## config.mk

```make
export PLATFORM = sky130hd
export DESIGN_NAME = lcd_byte_tx
export DESIGN_NICKNAME = d
export VERILOG_FILES = /design/src/rtl/lcd_byte_tx.sv
export SDC_FILE = /design/constraint.sdc
export NUM_CORES = 1
export LEC_CHECK = 0
export CAP_MARGIN = 20
export CORE_ASPECT_RATIO = 0.75
export CORE_MARGIN = 8
export CORE_UTILIZATION = 35
export DETAILED_ROUTE_END_ITERATION = 10
export PLACE_DENSITY = 0.56
export SLEW_MARGIN = 20
export SYNTH_ARGS = -nofsm -noshare
export SYNTH_HDL_FRONTEND = slang
export SYNTH_SLANG_ARGS = --single-unit
```

## constraint.sdc

```tcl
create_clock -name clk -period 3.1 [get_ports clk]
set_input_delay 0.465 -clock clk [delete_from_list [all_inputs] [get_ports clk]]
set_output_delay 0.465 -clock clk [all_outputs]
set_load 0.005 [all_outputs]
```

## src/rtl/lcd_byte_tx.sv

```systemverilog
// ---------------------------------------------------------------------------
// lcd_byte_tx
//
// Sends one byte to an HD44780-style character LCD over its 4-bit bus.
// The upper nibble goes first, then the lower nibble. Each nibble uses a
// setup / enable / hold sequence. A short gap separates the two nibbles,
// and an execution wait follows the lower nibble. After that, `next`
// pulses for one cycle and the block returns to IDLE.
//
// Parameters (all in clk cycles, each must be >= 1):
//   T_SETUP  data/RS stable before LCD_E rises
//   T_EN     LCD_E high time per nibble
//   T_HOLD   data held after LCD_E falls
//   T_GAP    gap between the upper and lower nibble
//   T_WAIT   execution wait after the lower nibble
//
// Ports:
//   clk      in   sole clock, rising edge
//   reset    in   asynchronous, active-low reset
//   send     in   level request; SF_D/rs_in are sampled only in IDLE
//   rs_in    in   register select for the byte (0 command, 1 data)
//   SF_D     in   [7:0] byte to transmit
//   next     out  one-cycle pulse: byte written and wait elapsed
//   busy     out  high whenever the FSM is not IDLE
//   lcd_d    out  [3:0] LCD data nibble
//   LCD_E    out  LCD enable strobe
//   LCD_RS   out  LCD register select
//   LCD_RW   out  LCD read/write, always write (0)
//
// Handshake: a byte is accepted on any rising edge where the FSM is IDLE
// and send=1. While busy=1, send/SF_D/rs_in are ignored. `next` marks the
// last busy cycle. If send is still high in the IDLE cycle that follows,
// the next byte is accepted on that cycle's edge.
// ---------------------------------------------------------------------------
module lcd_byte_tx #(
    parameter int T_SETUP = 2,
    parameter int T_EN    = 12,
    parameter int T_HOLD  = 1,
    parameter int T_GAP   = 50,
    parameter int T_WAIT  = 2000
) (
    input  logic       clk,
    input  logic       reset,
    input  logic       send,
    input  logic       rs_in,
    input  logic [7:0] SF_D,
    output logic       next,
    output logic       busy,
    output logic [3:0] lcd_d,
    output logic       LCD_E,
    output logic       LCD_RS,
    output logic       LCD_RW
);

    // The counter runs 0..T-1 in each state, so it only needs to hold the
    // largest T minus one.
    localparam int T_MAX_A = (T_SETUP > T_EN)   ? T_SETUP : T_EN;
    localparam int T_MAX_B = (T_HOLD  > T_GAP)  ? T_HOLD  : T_GAP;
    localparam int T_MAX_C = (T_MAX_A > T_MAX_B) ? T_MAX_A : T_MAX_B;
    localparam int T_MAX   = (T_MAX_C > T_WAIT) ? T_MAX_C : T_WAIT;
    localparam int CW      = (T_MAX > 1) ? $clog2(T_MAX) : 1;

    typedef enum logic [3:0] {
        S_IDLE     = 4'd0,
        S_HI_SETUP = 4'd1,
        S_HI_EN    = 4'd2,
        S_HI_HOLD  = 4'd3,
        S_GAP      = 4'd4,
        S_LO_SETUP = 4'd5,
        S_LO_EN    = 4'd6,
        S_LO_HOLD  = 4'd7,
        S_WAIT     = 4'd8,
        S_DONE     = 4'd9
    } state_t;

    state_t          r_state;
    state_t          w_state_nxt;
    logic [CW-1:0]   r_cnt;
    logic [CW-1:0]   w_limit;
    logic            w_last;

    logic [7:0]      r_byte;
    logic            r_rs;
    logic [7:0]      w_byte_nxt;
    logic            w_rs_nxt;
    logic            w_accept;

    logic            r_next;
    logic            r_busy;
    logic [3:0]      r_lcd_d;
    logic            r_lcd_e;
    logic            r_lcd_rs;
    logic            w_next_nxt;
    logic            w_busy_nxt;
    logic [3:0]      w_lcd_d_nxt;
    logic            w_lcd_e_nxt;
    logic            w_lcd_rs_nxt;

    assign w_accept = (r_state == S_IDLE) && send;

    // Terminal count of the current state. DONE uses 0, so it lasts
    // exactly one cycle.
    always_comb begin
        w_limit = '0;
        case (r_state)
            S_HI_SETUP, S_LO_SETUP: w_limit = CW'(T_SETUP - 1);
            S_HI_EN,    S_LO_EN:    w_limit = CW'(T_EN - 1);
            S_HI_HOLD,  S_LO_HOLD:  w_limit = CW'(T_HOLD - 1);
            S_GAP:                  w_limit = CW'(T_GAP - 1);
            S_WAIT:                 w_limit = CW'(T_WAIT - 1);
            default:                w_limit = '0;
        endcase
    end

    assign w_last = (r_cnt == w_limit);

    // Next-state logic: a strictly linear walk through the states.
    always_comb begin
        w_state_nxt = r_state;
        case (r_state)
            S_IDLE:     if (send)   w_state_nxt = S_HI_SETUP;
            S_HI_SETUP: if (w_last) w_state_nxt = S_HI_EN;
            S_HI_EN:    if (w_last) w_state_nxt = S_HI_HOLD;
            S_HI_HOLD:  if (w_last) w_state_nxt = S_GAP;
            S_GAP:      if (w_last) w_state_nxt = S_LO_SETUP;
            S_LO_SETUP: if (w_last) w_state_nxt = S_LO_EN;
            S_LO_EN:    if (w_last) w_state_nxt = S_LO_HOLD;
            S_LO_HOLD:  if (w_last) w_state_nxt = S_WAIT;
            S_WAIT:     if (w_last) w_state_nxt = S_DONE;
            S_DONE:                 w_state_nxt = S_IDLE;
            default:                w_state_nxt = S_IDLE;
        endcase
    end

    always_ff @(posedge clk or negedge reset) begin
        if (!reset) begin
            r_state <= S_IDLE;
        end else begin
            r_state <= w_state_nxt;
        end
    end

    // Shared counter. It restarts at 0 on every state change and stays at
    // 0 while IDLE.
    always_ff @(posedge clk or negedge reset) begin
        if (!reset) begin
            r_cnt <= '0;
        end else if ((w_state_nxt != r_state) || (r_state == S_IDLE)) begin
            r_cnt <= '0;
        end else begin
            r_cnt <= r_cnt + 1'b1;
        end
    end

    // Byte and RS latch. The latch only opens on the accepting edge.
    assign w_byte_nxt = w_accept ? SF_D  : r_byte;
    assign w_rs_nxt   = w_accept ? rs_in : r_rs;

    always_ff @(posedge clk or negedge reset) begin
        if (!reset) begin
            r_byte <= 8'h00;
            r_rs   <= 1'b0;
        end else begin
            r_byte <= w_byte_nxt;
            r_rs   <= w_rs_nxt;
        end
    end

    // Outputs are decoded from the next state and then registered. Each
    // pin therefore changes on the same edge as the state, and none is
    // driven through decode logic.
    always_comb begin
        w_next_nxt   = 1'b0;
        w_busy_nxt   = 1'b0;
        w_lcd_d_nxt  = 4'h0;
        w_lcd_e_nxt  = 1'b0;
        w_lcd_rs_nxt = 1'b0;
        case (w_state_nxt)
            S_HI_SETUP, S_HI_EN, S_HI_HOLD, S_GAP: begin
                w_lcd_d_nxt = w_byte_nxt[7:4];
            end
            S_LO_SETUP, S_LO_EN, S_LO_HOLD, S_WAIT, S_DONE: begin
                w_lcd_d_nxt = w_byte_nxt[3:0];
            end
            default: begin
                w_lcd_d_nxt = 4'h0;
            end
        endcase
        if (w_state_nxt != S_IDLE) begin
            w_busy_nxt   = 1'b1;
            w_lcd_rs_nxt = w_rs_nxt;
        end
        w_lcd_e_nxt = (w_state_nxt == S_HI_EN) || (w_state_nxt == S_LO_EN);
        w_next_nxt  = (w_state_nxt == S_DONE);
    end

    always_ff @(posedge clk or negedge reset) begin
        if (!reset) begin
            r_next   <= 1'b0;
            r_busy   <= 1'b0;
            r_lcd_d  <= 4'h0;
            r_lcd_e  <= 1'b0;
            r_lcd_rs <= 1'b0;
        end else begin
            r_next   <= w_next_nxt;
            r_busy   <= w_busy_nxt;
            r_lcd_d  <= w_lcd_d_nxt;
            r_lcd_e  <= w_lcd_e_nxt;
            r_lcd_rs <= w_lcd_rs_nxt;
        end
    end

    assign next   = r_next;
    assign busy   = r_busy;
    assign lcd_d  = r_lcd_d;
    assign LCD_E  = r_lcd_e;
    assign LCD_RS = r_lcd_rs;
    assign LCD_RW = 1'b0;

endmodule

```

# Word-level counts from Yosys, hierarchy flattened
# Memories as Yosys holds them, arrays and structs flattened.
# Index checks and enable logic that the tools add are counted.
[op_classes]
addsub = 1
n_eq_ne = 19
n_mux = 16
reduce_logical = 7
[op_table]
columns = ["cell", "count"]
rows = [
  ["4-bit two-way mux", 9],
  ["4-bit case mux with 9 select lines", 1],
  ["4-bit by 3-bit == test with 1-bit output (second input constant)", 8],
  ["4-bit by 2-bit == test with 1-bit output (second input constant)", 4],
  ["4-bit == test (second input constant)", 3],
  ["11-bit by 1-bit adder with 11-bit output (second input constant)", 1],
  ["11-bit == test", 1],
  ["11-bit two-way mux", 1],
  ["4-bit by 1-bit == test with 1-bit output (second input constant)", 2],
  ["8-bit two-way mux", 1],
  ["4-bit case mux with 2 select lines", 1],
  ["5-bit OR reduction", 1],
  ["4-bit zero test", 1],
  ["4-bit != test", 1],
  ["4-bit nonzero test", 1],
  ["4-bit OR reduction", 1],
  ["1-bit two-way mux", 3],
  ["1-bit logical OR", 2],
  ["1-bit logical AND", 1],
]
[totals]
regBits = 32
romBits = 176
in_bits = 12
output_inout_bits = 9
wordCells = 53
memories = 1
[mem_list]
columns = ["memory", "words", "word_bits", "rd", "rd_ports_with_merged_regs", "write_ports", "line", "text"]
rows = [
  ["(no name shown)", 16, 11, 1, 0, 0, "105", "case (r_state)"],
]

# Depth between registers and ports, before layout
# Gate-level depths: netlist of the first run.
# An unclocked memory read counts as a cell.
[logic_depth]
word_depth = 7
ltp_mapped = 14
ltp_nobuf = 11

# Least setup slack after synthesis of the first run
# Ideal clock, no wire load.
[synth_timing]
path_type = "reg-to-reg"
from = "reg r_state[0]"
to = "reg r_cnt[2]"
setup_ns = 0.071
arrival_time_ns = 2.739
required_time_ns = 3.029
path_slack_ns = 0.289
stages_incl_launch_ff = 15
path_buffers = 3
period_less_slack_ns = 2.811
path_cell_list = "dfrtp_1 -> inv_1 -> ha_1 -> buf_2 -> mux2_4 -> o211a_1 -> a2bb2oi_2 -> and2_1 -> buf_6 -> o221ai_2 -> clkinv_2 -> xnor2_1 -> or3_1 -> buf_6 -> nor2_1"
[synth_between]
elab_chain_cells = 7
word_cells_on_any_way = 24
cone_classes = "eq/ne (10); mux (11); reduce/logical (2); memory (1)"
[synth_rtl]
columns = ["item", "line", "text"]
rows = [
  ["start, declared", "76", "state_t r_state;"],
  ["start signal, assigned", "139", "r_state <= w_state_nxt;"],
  ["memory 16 x 11 bit", "-", ""],
  ["11-bit == test", "115", "assign w_last = (r_cnt == w_limit);"],
  ["4-bit two-way mux, or another cell as far along", "129", "S_WAIT: if (w_last) w_state_nxt = S_DONE;"],
  ["4-bit case mux with 9 select lines *", "120", "case (r_state)"],
  ["via w_state_nxt[0]", "77", "state_t w_state_nxt;"],
  ["4-bit != test *", "148", "end else if ((w_state_nxt != r_state) || (r_state == S_IDLE)) begin"],
  ["1-bit logical OR *", "148", ""],
  ["11-bit two-way mux *", "148", ""],
  ["end signal, assigned", "151", "r_cnt <= r_cnt + 1'b1;"],
  ["end, declared", "78", "logic [CW-1:0] r_cnt;"],
]
# Mark *: on every way through the listed nets, which the timed path passes. The rest lies on a longest branch.

# Worst setup path after layout of the first run
[layout_timing]
from = "reg r_state[0]"
to = "reg r_lcd_d[1] (netlist: lcd_d[1])"
[layout_between]
elab_chain_cells = 7
word_cells_on_any_way = 35
cone_classes = "eq/ne (18); mux (12); reduce/logical (4); memory (1)"
[layout_rtl]
columns = ["item", "line", "text"]
rows = [
  ["memory 16 x 11 bit", "-", ""],
  ["11-bit == test", "115", ""],
  ["4-bit two-way mux, or another cell as far along", "129", ""],
  ["4-bit case mux with 9 select lines *", "120", ""],
  ["via w_state_nxt[0]", "77", ""],
  ["4-bit == test, or another cell as far along", "178", "case (w_state_nxt)"],
  ["5-bit OR reduction / 4-bit OR reduction (equally long branches)", "178", ""],
  ["4-bit case mux with 2 select lines *", "178", ""],
  ["via w_lcd_d_nxt[1]", "95", "logic [3:0] w_lcd_d_nxt;"],
  ["end signal, assigned", "207", "r_lcd_d <= w_lcd_d_nxt;"],
  ["end, declared", "90", "logic [3:0] r_lcd_d;"],
]
# Marks and branches as above.

==> impl_metrics.tcl, run 1 <==
set metrics [dict create \
    final_antenna_net_count 0 \
    power.combinational.fraction 0.052 \
    fmaxAchievable_mhz 348.4 \
    status "complete, no violations" \
    io_pins 21 \
    clock_sink_count 32 \
    syn_inst 184 \
    routed_via_density 5.004 \
    number_of_setup_violations_in_the_final_report 0 \
    tns_ns 0 \
    p_int_uw 648.7 \
    clock_latency_ns 0.28 \
    ff2ff_setup_slack_ns 0.23 \
    yosysTopAreaCellShare 0.4469 \
    core.rowCount 22 \
    utilization 0.4533 \
    h_tree_depth_reported_by_cts 2 \
    placed_wire_length_estimate_after_detailed_placement_um 2987 \
    leakagePower_nw 1.005 \
    die_area_um2 7689 \
    dp.cells 269 \
    timing.final.max_slew_violations 0 \
    async_flop_share 1.000 \
    synth-main-ff-cell "sky130_fd_sc_hd__dfrtp_1" \
    wirelength_per_cell_um 13.94 \
    clock-skew-final_ns 0.006063 \
    grt_pass1_vias 1368 \
    ys_top_cells_by_area "sky130_fd_sc_hd__dfrtp_1, sky130_fd_sc_hd__mux2i_1, sky130_fd_sc_hd__nor2_1" \
    power_frac_clock 0.420 \
    worst-r2r-cell-count 12 \
    synth_cell_type_count 46 \
    final_cell_area_um2 2221 \
    max_cap_viol_count 0 \
    drt_wl_total_um 3848 \
    clock_root_buffer "sky130_fd_sc_hd__clkbuf_8" \
    number_of_enable_type_register_cells_in_the_synthesized_netlist 0 \
    core_area_um2 4900 \
    total_global_routing_overflow 0 \
    timing.rr.start "r_state[0]" \
    drt_pre_antenna_iters 4 \
    worstPathRequired_ns 3.27 \
    worst-path-max-fanout 6 \
    final_layout_size_suffix_gt1_frac 0.1713 \
    synth_seq_cells 32 \
    post_detailed_route_drc_marker_count 0 \
    switchingPower_uw 164.7 \
    die_width_um 98.62 \
    final.min_clock_period_ns 2.871 \
    pwr-share-seq 0.527 \
    rsz0062_at_grt "false" \
    fin_hold_ws_ns 0.4916 \
    grt_start_max_net_pins 33 \
    initial_utilization 0.3657 \
    io_buffers 19 \
    mappedNetlistNets 201 \
    clock_path_buffers 2 \
    crit_path_start_kind "register" \
    critical_path_arrival_ns 3.04 \
    drt-initial-drc-count 116 \
    p_sw_frac 0.2025 \
    clk_pin_slew_ns 0.06 \
    share_of_the_cycle_needed_by_the_critical_path_after_routing 0.9260 \
    first_pass_grt_wire_length_um 6679 \
    ir_drop_mv 0.1786 \
    tritoncts "yes" \
    cp-end-kind "register" \
    area_growth_pct 23.95 \
    design.final.nets 233 \
    synth_area_um2 1792 \
    grt_use_total 0.1085 \
    seq_total_area_yosys 0.4469 \
    min-delay-path-class "reg2reg" \
    timing.critical_path.to "lcd_d[1]" \
    vertical_extent_of_the_die_um 77.97 \
    ys.warnings.count 0 \
    post_cts_buffers 0 \
    non_filler_instance_count_after_layout 276 \
    worst_setup_path_startpoint "r_state[0]" \
    timing_hold_violations_final 0 \
    cts_buffers 5 \
    antenna_found_initial 0 \
    timing.rr.end "lcd_d[1]" \
    timing.setup.critical_path_class "reg2reg" \
    cellPowerDensity_nw_per_um2 366.3 \
    synth_top_area_cell "sky130_fd_sc_hd__dfrtp_1" \
    antenna_cells_inserted 0 \
    avgSynthCellArea_um2 9.738 \
    routed-via-count 1381 \
    placement.cell_area_um2 2117 \
    gpl.final_weighted_congestion 0.8566 \
    hold_path_startpoint "r_rs" \
]
kinds of logic after synthesis:
family,Yosys count,share of synthesized area
compound gates,28,0.1131
xor+xnor,10,0.04888
fa+ha+maj,5,0.03492
buf+inv,25,0.06843
flops,32,0.4469
mux,15,0.08938
other cells,1,0.002093
simple gates,68,0.1962
what timing repair did:
item	CTS	global route
setup endpoints to repair	0	16
resized for setup	0	3
hold buffers	0	0
worst max-delay path, stage by stage (launching register included):
cell                        delay [ns]
sky130_fd_sc_hd__dfrtp_1          0.34
sky130_fd_sc_hd__inv_1            0.08
sky130_fd_sc_hd__ha_1             0.28
sky130_fd_sc_hd__and3b_1          0.24
sky130_fd_sc_hd__or4_1            0.49
sky130_fd_sc_hd__a2bb2oi_2        0.22
sky130_fd_sc_hd__a211oi_1         0.13
sky130_fd_sc_hd__o221ai_2         0.20
sky130_fd_sc_hd__clkinv_2         0.10
sky130_fd_sc_hd__buf_4            0.16
sky130_fd_sc_hd__o21ai_1          0.19
sky130_fd_sc_hd__o2bb2ai_1        0.11
sky130_fd_sc_hd__a22o_1           0.23
layer usage:
layer / GRT usage / routed length, um / vias to the layer above
li1: - / - / 693
met1: 0.1556 / 2011 / 654
met2: 0.1457 / 1615 / 27
met3: 0.02674 / 148 / 7
met4: 0.05496 / 72 / 0
met5: 0 / 0 / -
placed cells by master (no fill, tap or decap), types with 7 or more instances in the layout:
cell                               n
sky130_fd_sc_hd__dfrtp_1          32
sky130_fd_sc_hd__nor2_1           20
sky130_fd_sc_hd__clkdlybuf4s50_1  19
sky130_fd_sc_hd__buf_4            16
sky130_fd_sc_hd__inv_1            14
sky130_fd_sc_hd__mux2i_1          10
sky130_fd_sc_hd__nand2_1           9
sky130_fd_sc_hd__nand3_1           7
sky130_fd_sc_hd__o21ai_0           7
sky130_fd_sc_hd__clkbuf_8          7
area by class of cell:
cell class / count / area [um2]
Fill cell: 477 / 2679
Clock buffer: 7 / 96.34
Tap cell: 60 / 75.07
Sequential cell: 32 / 800.8
Inverter: 15 / 57.56
Multi-Input combinational cell: 127 / 880.8
Timing Repair Buffer: 35 / 310.3
power groups by stage:
stage	logic (mW)	clock network [mW]	registers, mW
6_report	0.0425	0.342	0.429
5_1_grt	0.0480	0.371	0.430
4_1_cts	0.0439	0.354	0.429
3_5_place_dp	0.0438	0	0.437
3_3_place_gp	0.0439	0	0.437
2_1_floorplan	0.0117	0	0.437
worst min path at each step:
stage,endpoint,slack [ns],depth (start not counted)
after floorplan,LCD_E,0.17,0
after global placement,r_rs,0.48,1
after detailed placement,r_rs,0.48,1
after CTS,r_rs,0.50,1
after global routing,r_rs,0.52,1
final,r_rs,0.49,1
flip-flops by register name, indices dropped and copies added (netlist names):
register / cells
r_rs: 1
busy: 1
r_state: 4
r_cnt: 11
r_byte: 8
LCD_E: 1
LCD_RS: 1
lcd_d: 4
next: 1
through the flow:
stage          total power [mW]  worst slack, ns
2_1_floorplan            0.4487           0.2893
3_3_place_gp             0.4805           0.1571
3_5_place_dp             0.4806          0.07557
4_1_cts                  0.8267          0.06880
5_1_grt                  0.8487          0.02688
6_report                 0.8134           0.2294
cell usage after synthesis, types with 2 or more instances:
cell type and instances:
sky130_fd_sc_hd__o21ai_1 2, sky130_fd_sc_hd__nor3b_1 2, sky130_fd_sc_hd__clkbuf_1 4, sky130_fd_sc_hd__a21oi_1 4
sky130_fd_sc_hd__inv_1 14, sky130_fd_sc_hd__and3_1 3, sky130_fd_sc_hd__or4_1 2, sky130_fd_sc_hd__ha_1 5
sky130_fd_sc_hd__nand2b_1 3, sky130_fd_sc_hd__buf_6 3, sky130_fd_sc_hd__nor2_1 20, sky130_fd_sc_hd__nor4_1 2
sky130_fd_sc_hd__o21ai_0 7, sky130_fd_sc_hd__o221ai_1 3, sky130_fd_sc_hd__nand3b_1 2, sky130_fd_sc_hd__nand2_1 9
sky130_fd_sc_hd__mux2i_1 10, sky130_fd_sc_hd__mux2_2 4, sky130_fd_sc_hd__nand3_1 7, sky130_fd_sc_hd__a211oi_1 2
sky130_fd_sc_hd__nand4_1 4, sky130_fd_sc_hd__or2_2 2, sky130_fd_sc_hd__or3_1 3, sky130_fd_sc_hd__and2_1 5
sky130_fd_sc_hd__nor3_1 2, sky130_fd_sc_hd__dfrtp_1 32, sky130_fd_sc_hd__xor2_1 5, sky130_fd_sc_hd__xnor2_1 5
(Power assumes the default switching activity.)
==> run 2, diff against run 1 <==
CTS_CLUSTER_SIZE = 10   (was unset)
==> results of run 2 <==
Same layout as run 1: the final DEF is identical, and so are final timing and power.
==> run 3, diff against run 2 <==
SETUP_SLACK_MARGIN = 0.15   (was unset)
==> run 3 against run 2 <==
  * Die area is the same
  * Total power hardly changed
  * Via count about the same
  * Critical endpoint is now r_cnt[10]
  * Count of clock-buffer cells in the layout stayed put
  * First-iteration DRC count down 4.3%
  * Critical path type unchanged
  * Combinational power about the same
  * Maximum frequency grew 2.8%
  * Clock power barely moved
  * Largest cell class unchanged
  * Highest routed layer unchanged
==> impl_metrics.tcl, run 3 (synthesized netlist as in run 1, its figures left out) <==
set metrics [dict create \
    worst-path-max-fanout 11 \
    first_pass_grt_wire_length_um 6713 \
    drt-initial-drc-count 111 \
    total_global_routing_overflow 0 \
    io_buffers 19 \
    clk_pin_slew_ns 0.06 \
    rsz0062_at_grt "false" \
    design.final.nets 233 \
    share_of_the_cycle_needed_by_the_critical_path_after_routing 0.9006 \
    placed_wire_length_estimate_after_detailed_placement_um 2987 \
    drt_wl_total_um 3957 \
    multiInputGateArea_um2 937.1 \
    use_met1 0.1540 \
    ir_drop_mv 0.1871 \
    antenna_cells_inserted 0 \
    non_filler_instance_count_after_layout 276 \
    globalRouteMet3Util 0.02763 \
    leakagePower_nw 1.017 \
    max_cap_viol_count 0 \
    status "complete, no violations" \
    vertical_extent_of_the_die_um 77.97 \
    final_antenna_net_count 0 \
    largest_reg_flops 11 \
    critical_path_arrival_ns 2.99 \
    clock-skew-final_ns 0.006378 \
    grt_start_max_net_pins 33 \
    timing.final.max_slew_violations 0 \
    initial_utilization 0.3657 \
    gpl.final_weighted_congestion 0.8566 \
    drt_pre_antenna_iters 4 \
    final.min_clock_period_ns 2.792 \
    clock_latency_ns 0.28 \
    met2_usage 0.1477 \
    number_of_setup_violations_in_the_final_report 0 \
    timing.setup.critical_path_class "reg2reg" \
    fmaxAchievable_mhz 358.2 \
    wirelength_per_cell_um 14.34 \
    area_growth_pct 27.09 \
    grt_pass1_vias 1372 \
    fin_hold_ws_ns 0.4916 \
    routed-via-count 1380 \
    antenna_found_initial 0 \
    dp.cells 269 \
    worstPathRequired_ns 3.30 \
    worst_setup_path_startpoint "r_state[0]" \
    final_layout_size_suffix_gt1_frac 0.2083 \
    die_area_um2 7689 \
    utilization 0.4648 \
    cellPowerDensity_nw_per_um2 357.3 \
    io_pins 21 \
    tritoncts "yes" \
    post_detailed_route_drc_marker_count 0 \
    routed_via_density 5.000 \
    layout.cells.most_common "sky130_fd_sc_hd__dfrtp_1" \
    clock_root_buffer "sky130_fd_sc_hd__clkbuf_8" \
    num-fill-cells 470 \
    die_width_um 98.62 \
    min-delay-path-class "reg2reg" \
    core.rowCount 22 \
    timing.rr.end "r_cnt[10]" \
    timing.critical_path.to "r_cnt[10]" \
    post_cts_buffers 0 \
    ff2ff_setup_slack_ns 0.31 \
    grt.busiest_layer "met1" \
    tns_ns 0 \
    final-seq-area_um2 800.8 \
    clock_path_buffers 2 \
    grt_use_total 0.1089 \
    final_cell_area_um2 2277 \
    timing.rr.start "r_state[0]" \
    placement.cell_area_um2 2117 \
    clock_sink_count 32 \
    cts_buffers 5 \
    largest-register "r_cnt" \
    worst-r2r-cell-count 11 \
    cp-end-kind "register" \
    h_tree_depth_reported_by_cts 2 \
    mostFrequentLayoutCells "sky130_fd_sc_hd__dfrtp_1, sky130_fd_sc_hd__nor2_1, sky130_fd_sc_hd__clkdlybuf4s50_1" \
    core_area_um2 4900 \
    timing_hold_violations_final 0 \
    crit_path_start_kind "register" \
    top_regs "r_cnt (11), r_byte (8)" \
]
[run 3: worst min path at each step]
stage,from,slack [ns],depth (start not counted),to
floorplan,reset,0.17,0,LCD_E
global placement,r_rs,0.48,1,r_rs
detailed placement,r_rs,0.48,1,r_rs
CTS,r_rs,0.50,1,r_rs
global route,r_rs,0.52,1,r_rs
finish,r_rs,0.49,1,r_rs
[run 3: timing repair]
item,CTS,global route
hold buffers,0,0
pin swaps,0,1
gates resized for setup,2,13
setup endpoints to repair,16,16
[run 3: cell type report]
type	instances	share of cell area
multi-input combinational	127	0.4115
sequential	32	0.3516
timing repair buffer	35	0.1363
clock buffer	7	0.04231
tap	60	0.03297
inverter	15	0.02527
[run 3: power breakdown]
part	switching [mW]	internal, mW	leakage, nW
Sequential	0.00218	0.427	0.412
Combinational	0.0182	0.0245	0.555
Clock	0.145	0.197	0.0503
Total	0.165	0.649	1.02
[run 3: metrics by stage]
step,power (mW),setup WS (ns)
global route,0.8487,0.1701
detailed placement,0.4806,0.07557
CTS,0.8267,0.1577
floorplan,0.4487,0.2893
global placement,0.4805,0.1571
finish,0.8137,0.3081
[run 3: layer usage]
metal / part of all wire / vias to the layer above
li1: - / 694
met1: 0.52 / 650
met2: 0.42 / 27
met3: 0.038 / 9
met4: 0.023 / 0
met5: 0 / -
[run 3: critical path, cell delays in order (launching register included)]
cell	delay, ns
sky130_fd_sc_hd__dfrtp_1	0.34
sky130_fd_sc_hd__inv_1	0.08
sky130_fd_sc_hd__ha_2	0.23
sky130_fd_sc_hd__and3b_1	0.22
sky130_fd_sc_hd__or4_1	0.53
sky130_fd_sc_hd__a2bb2oi_4	0.22
sky130_fd_sc_hd__a211oi_2	0.12
sky130_fd_sc_hd__o221ai_4	0.20
sky130_fd_sc_hd__clkinv_2	0.09
sky130_fd_sc_hd__xnor2_1	0.12
sky130_fd_sc_hd__or3_4	0.41
sky130_fd_sc_hd__nor2_1	0.16
==> RTL edit 1 (settings of run 1) <==
Encoding of `state_t`: now one-hot (10 bits for 10 states).
--- a/src/rtl/lcd_byte_tx.sv
+++ b/src/rtl/lcd_byte_tx.sv
@@ -62,13 +62,13 @@
 
-    typedef enum logic [3:0] {
-        S_IDLE     = 4'd0,
-        S_HI_SETUP = 4'd1,
-        S_HI_EN    = 4'd2,
-        S_HI_HOLD  = 4'd3,
-        S_GAP      = 4'd4,
-        S_LO_SETUP = 4'd5,
-        S_LO_EN    = 4'd6,
-        S_LO_HOLD  = 4'd7,
-        S_WAIT     = 4'd8,
-        S_DONE     = 4'd9
+    typedef enum logic [9:0] {
+        S_IDLE     = 10'b0000000001,
+        S_HI_SETUP = 10'b0000000010,
+        S_HI_EN    = 10'b0000000100,
+        S_HI_HOLD  = 10'b0000001000,
+        S_GAP      = 10'b0000010000,
+        S_LO_SETUP = 10'b0000100000,
+        S_LO_EN    = 10'b0001000000,
+        S_LO_HOLD  = 10'b0010000000,
+        S_WAIT     = 10'b0100000000,
+        S_DONE     = 10'b1000000000
     } state_t;
Formal check against the unedited RTL: no difference found for any inputs over 10 cycles, from zero or initial values and one cycle with reset low; not proved beyond that.
==> RTL edit 1 against run 1 <==
  * First-iteration DRC count shrank 23%
  * Wire length is essentially flat
  * Area after synthesis grew 9.6%
  * Sequential share of layout area grew 4.2 points
  * Maximum frequency shrank 0.62%
  * Count of clock-buffer cells in the layout is the same
  * Cell count grew 4.0%
  * Setup slack lost 0.018 ns
  * Sequential cell count grew 6
  * Via count grew 3.2%
  * Design area grew 6.4%
  * Critical path type unchanged
  * Critical endpoint is now lcd_d[3]
Power is not compared: it rests on default switching activity, and its combinational part moved more than twofold at a synthesized area within 25%.
==> RTL edit 1: results (changes against run 1) <==
| Metric | Value |
|---|---|
| Status | `complete, no violations` |
| Setup slack at placement | `0.248 ns (+0.172 ns)` |
| Compound-Gate Fraction of Synth Area | `0.0981 (-0.0150)` |
| Combinational fraction of design power | `0.332` |
| Fill cells | `515 (+8.0%)` |
| Delay-heaviest family, CP | `simple AND/OR/NAND/NOR gates` |
| Total track usage | `0.101 (-0.00792)` |
| Worst path max stage delay | `0.53 ns (+0.04 ns)` |
| Area contributors post-synth | `dfrtp_1, mux2i_1, nor2_1, inv_1, xor2_1` |
| Largest net degree at the start of global routing | `39 (+18%)` |
| Placer Congestion | `0.907 (+5.9%)` |
| Dpl cells | `279 (+3.7%)` |
| Adder-Cell Fraction of Synth Area | `0.00637 (-0.0285)` |
| Vias in the first global route | `1319 (-3.6%)` |
| Worst Hold Class | `input pin to asynchronous set/reset pin` |
| Met1 Routed Length | `1.93 mm (-4.2%)` |
| Hold Vio Cnt, Final | `0 (unchanged)` |
| HPWL after DPL | `2.91 mm (-2.4%)` |
| Nets | `224 (-3.9%)` |
| Placed inst area | `2260 um2 (+6.6%)` |
| Post-synthesis mux area share | `0.0796 (-0.00977)` |
| Wire length on met3 | `306 um (+110%)` |
| M3 GR Usage | `0.0307 (+0.00400)` |
| Share of layout cells above drive strength 1 | `0.151 (-0.0204)` |
| GR Util met2 | `0.129 (-0.0169)` |
| Post-Synth XOR/XNOR Area | `0.0662 (+0.0174)` |
| 1st-iter DRT viols | `89 (-23%)` |
| Critical path peak fanout | `8 (+2)` |
| Vias per inst | `4.97 (-0.77%)` |
| First-pass GRT wire length | `6.39 mm (-4.3%)` |
| Port Buf Inserts | `19 (unchanged)` |
| Seq/Total Area, Yosys | `0.485 (+0.0378)` |
| WL per Instance | `13.4 um (-3.9%)` |
| Slowest stage cell, crit path | `or4_1` |
| P_comb | `0.000538 W` |
| Design area | `2360 um2 (+6.4%)` |
| Met1 track demand over resource | `0.146 (-0.00962)` |
| Met2 wire length | `1.54 mm (-4.5%)` |
| Synth Net Count | `197 (-2.0%)` |
| Max Clock Skew | `0.00603 ns (-0.0000305 ns)` |
| Mean cell area of the mapped netlist | `10.7 um2 (+9.6%)` |
| Most common library cells after synthesis | `dfrtp_1, nor2_1, inv_1, nand2_1, mux2i_1` |
| Largest registers | `r_cnt (11), r_state (10), r_byte (8)` |
| Via Count | `1425 (+3.2%)` |
-- RTL edit 1: changes by cell type after synthesis, sizes merged, moves of 4 or more --
| cell | change |
|---|---|
| o22ai | +4 |
| nor3 | +6 |
| ha | -4 |
| dfrtp | +5 |
| inv | +4 |
| nand4 | +6 |
| o221ai | -4 |
| a21oi | -4 |
-- RTL edit 1: final timing paths --
check | end | slack (ns) | cells past startpoint | from
max | lcd_d[3] | 0.21 | 8 | r_state[2]
min | r_cnt[7] | 0.28 | 1 | reset
max reg2reg | lcd_d[3] | 0.21 | 8 | r_state[2]
max in group asynchronous | r_state[3] | 2.30 | 1 | reset
min reg2reg | r_byte[4] | 0.48 | 2 | r_byte[4]
min in group clk | r_byte[4] | 0.48 | 2 | r_byte[4]
-- RTL edit 1: layout make-up --
type / instances / area share
clock buffers: 7 / 0.0323
clock inverters: 1 / 0.0127
inverters: 18 / 0.0286
multi-input cells: 122 / 0.383
flip-flops and latches: 38 / 0.403
well taps: 75 / 0.0397
repair buffers: 26 / 0.101
==> RTL edit 2 (settings of run 1) <==
Made on the original files. Change the parameter `T_SETUP` from 2 to 4.
--- a/src/rtl/lcd_byte_tx.sv
+++ b/src/rtl/lcd_byte_tx.sv
@@ -35,3 +35,3 @@
 module lcd_byte_tx #(
-    parameter int T_SETUP = 2,
+    parameter int T_SETUP = 4,
     parameter int T_EN    = 12,
Check against the original RTL: not equivalent (Yosys sat finds a counterexample within 4 cycles, from zero or initial values and one cycle with reset low).
==> RTL edit 2 against run 1 <==
  * Setup slack got worse by 0.049 ns
  * Sequential cell count unchanged
  * Synthesized cell count decreased by 3.8%
  * Design area decreased by 0.51%
  * Power decreased by 1.0%
  * Wire length increased by 11%
  * Count of clock-buffer cells in the layout increased by 1
  * Area after synthesis increased by 3.3%
  * Critical endpoint unchanged
==> RTL edit 2: results (changes against run 1) <==
| Metric | Value |
|---|---|
| Worst path max stage delay | `0.46 ns (-0.03 ns)` |
| Slowest stage cell, crit path | `dfrtp_1` |
| R2R setup slack | `0.18 ns (-0.05 ns)` |
| Critical path peak fanout | `8 (+2)` |
| Adder-Cell Fraction of Synth Area | `0.0338 (-0.00111)` |
| Dpl cells | `264 (-1.9%)` |
| Seq/Total Area, Yosys | `0.433 (-0.0142)` |
| Clock latency on the worst-skew pair | `0.28 ns (about the same)` |
| Vias per inst | `5.21 (+4.2%)` |
| Share of layout cells above drive strength 1 | `0.167 (-0.00463)` |
| Post-Synth XOR/XNOR Area | `0.0656 (+0.0167)` |
| Met1 Routed Length | `2.14 mm (+6.5%)` |
| First-pass GRT wire length | `7.00 mm (+4.9%)` |
| Met1 track demand over resource | `0.157 (+0.00124)` |
| Clock transition at path regs | `0.07 ns` |
| CTS Hold Bufs | `0 (unchanged)` |
| Min Hold Slack | `0.502 ns (+0.0106 ns)` |
| Met2 wire length | `1.93 mm (+19%)` |
| Largest registers | `r_cnt (11), r_byte (8)` |
| 1st-iter DRT viols | `109 (-6.0%)` |
| Area contributors post-synth | `dfrtp_1, mux2_2, ha_1, nand3_1, xnor2_1` |
| Hold Path Depth | `1 (unchanged)` |
| Initial antenna violation count | `0 (unchanged)` |
| Max VDD drop | `0.182 mV (+1.7%)` |
| Worst Hold Class | `flip-flop to flip-flop` |
| Area growth syn-to-layout | `19.4%` |
| First-pass iteration count of the detailed router | `4 (unchanged)` |
| Placed inst area | `2100 um2 (-0.83%)` |
| GR Util met2 | `0.159 (+0.0131)` |
| Post-synthesis mux area share | `0.0690 (-0.0204)` |
| Hold Crit Endpoint | `r_rs` |
| Non-filler instance count after layout | `273 (-1.1%)` |
| Synth cell types | `52 (+13%)` |
| Vias in the first global route | `1397 (+2.1%)` |
| Worst path arrival time | `3.09 ns (+0.05 ns)` |
| Leak pwr | `0.908 nW (-9.7%)` |
| Total track usage | `0.112 (+0.00345)` |
| Wire length on met3 | `125 um (-16%)` |
| P_sw | `0.000171 W (+3.7%)` |
| Compound-Gate Fraction of Synth Area | `0.149 (+0.0356)` |
| Placer Congestion | `0.873 (+1.9%)` |
| Max Clock Skew | `0.00683 ns (+0.000763 ns)` |
| Status | `complete, no violations` |
| Routed wire length | `4.27 mm (+11%)` |
| Syn Inst Count | `177 (-3.8%)` |
| M3 GR Usage | `0.0227 (-0.00403)` |
| Most common library cells after synthesis | `dfrtp_1, nand3_1, nor3_1, mux2_2, nand2_1` |
| Synth Net Count | `194 (-3.5%)` |
| HPWL after DPL | `3.06 mm (+2.6%)` |
| Nets | `214 (-8.2%)` |
| Clock Tree Root | `clkbuf_8` |
| Delay-heaviest family, CP | `compound AO/OA/AOI/OAI gates` |
[RTL edit 2: final cells by class]
cell class | instances | area [um2]
inverter | 6 | 22.5
tap | 75 | 93.8
timing repair buffer | 24 | 228
clock buffer | 8 | 90.1
fill | 506 | 3000
sequential | 32 | 801
multi-input combinational | 128 | 975
[RTL edit 2: logic make-up (layout without fill, tap and decap cells)]
| family | Yosys count | in the layout |
|---|---|---|
| compound gates | 33 | 33 |
| xor+xnor | 13 | 13 |
| fa+ha+maj | 5 | 5 |
| buf+inv | 17 | 38 |
| flops | 32 | 32 |
| mux | 11 | 11 |
| other cells | 1 | 1 |
| simple gates | 65 | 65 |
[RTL edit 2: power by group through the flow]
stage | combinational [W] | sequential, W | clock [W]
floorplan | 0.0000140 | 0.000437 | 0
global placement | 0.0000447 | 0.000436 | 0
detailed placement | 0.0000462 | 0.000437 | 0
CTS | 0.0000462 | 0.000429 | 0.000341
global route | 0.0000502 | 0.000430 | 0.000362
finish | 0.0000448 | 0.000429 | 0.000331
[RTL edit 2: through the flow]
| stage | utilization | worst slack, ns |
|---|---|---|
| 3_5_place_dp | 0.403 | -0.0287 |
| 2_1_floorplan | - | 0.454 |
| 5_1_grt | 0.424 | -0.00683 |
| 6_report | 0.424 | 0.181 |
| 3_3_place_gp | 0.403 | 0.122 |
| 4_1_cts | 0.422 | 0.0746 |
[RTL edit 2: repair_timing]
action / in CTS / in global routing
gates resized for setup: 0 / 3
buffers inserted: 1 / 0
pin swaps: 1 / 0
endpoints found under the setup margin: 10 / 7
[RTL edit 2: worst register-to-register path, stage by stage, from the launching register on]
cell and delay, ns:
dfrtp_1 0.46, inv_1 0.10, ha_1 0.32, xnor2_1 0.17, a32oi_1 0.24, o311ai_2 0.19, and3_2 0.32, xnor2_1 0.25
o22ai_2 0.21, mux2_1 0.33, a22o_1 0.24
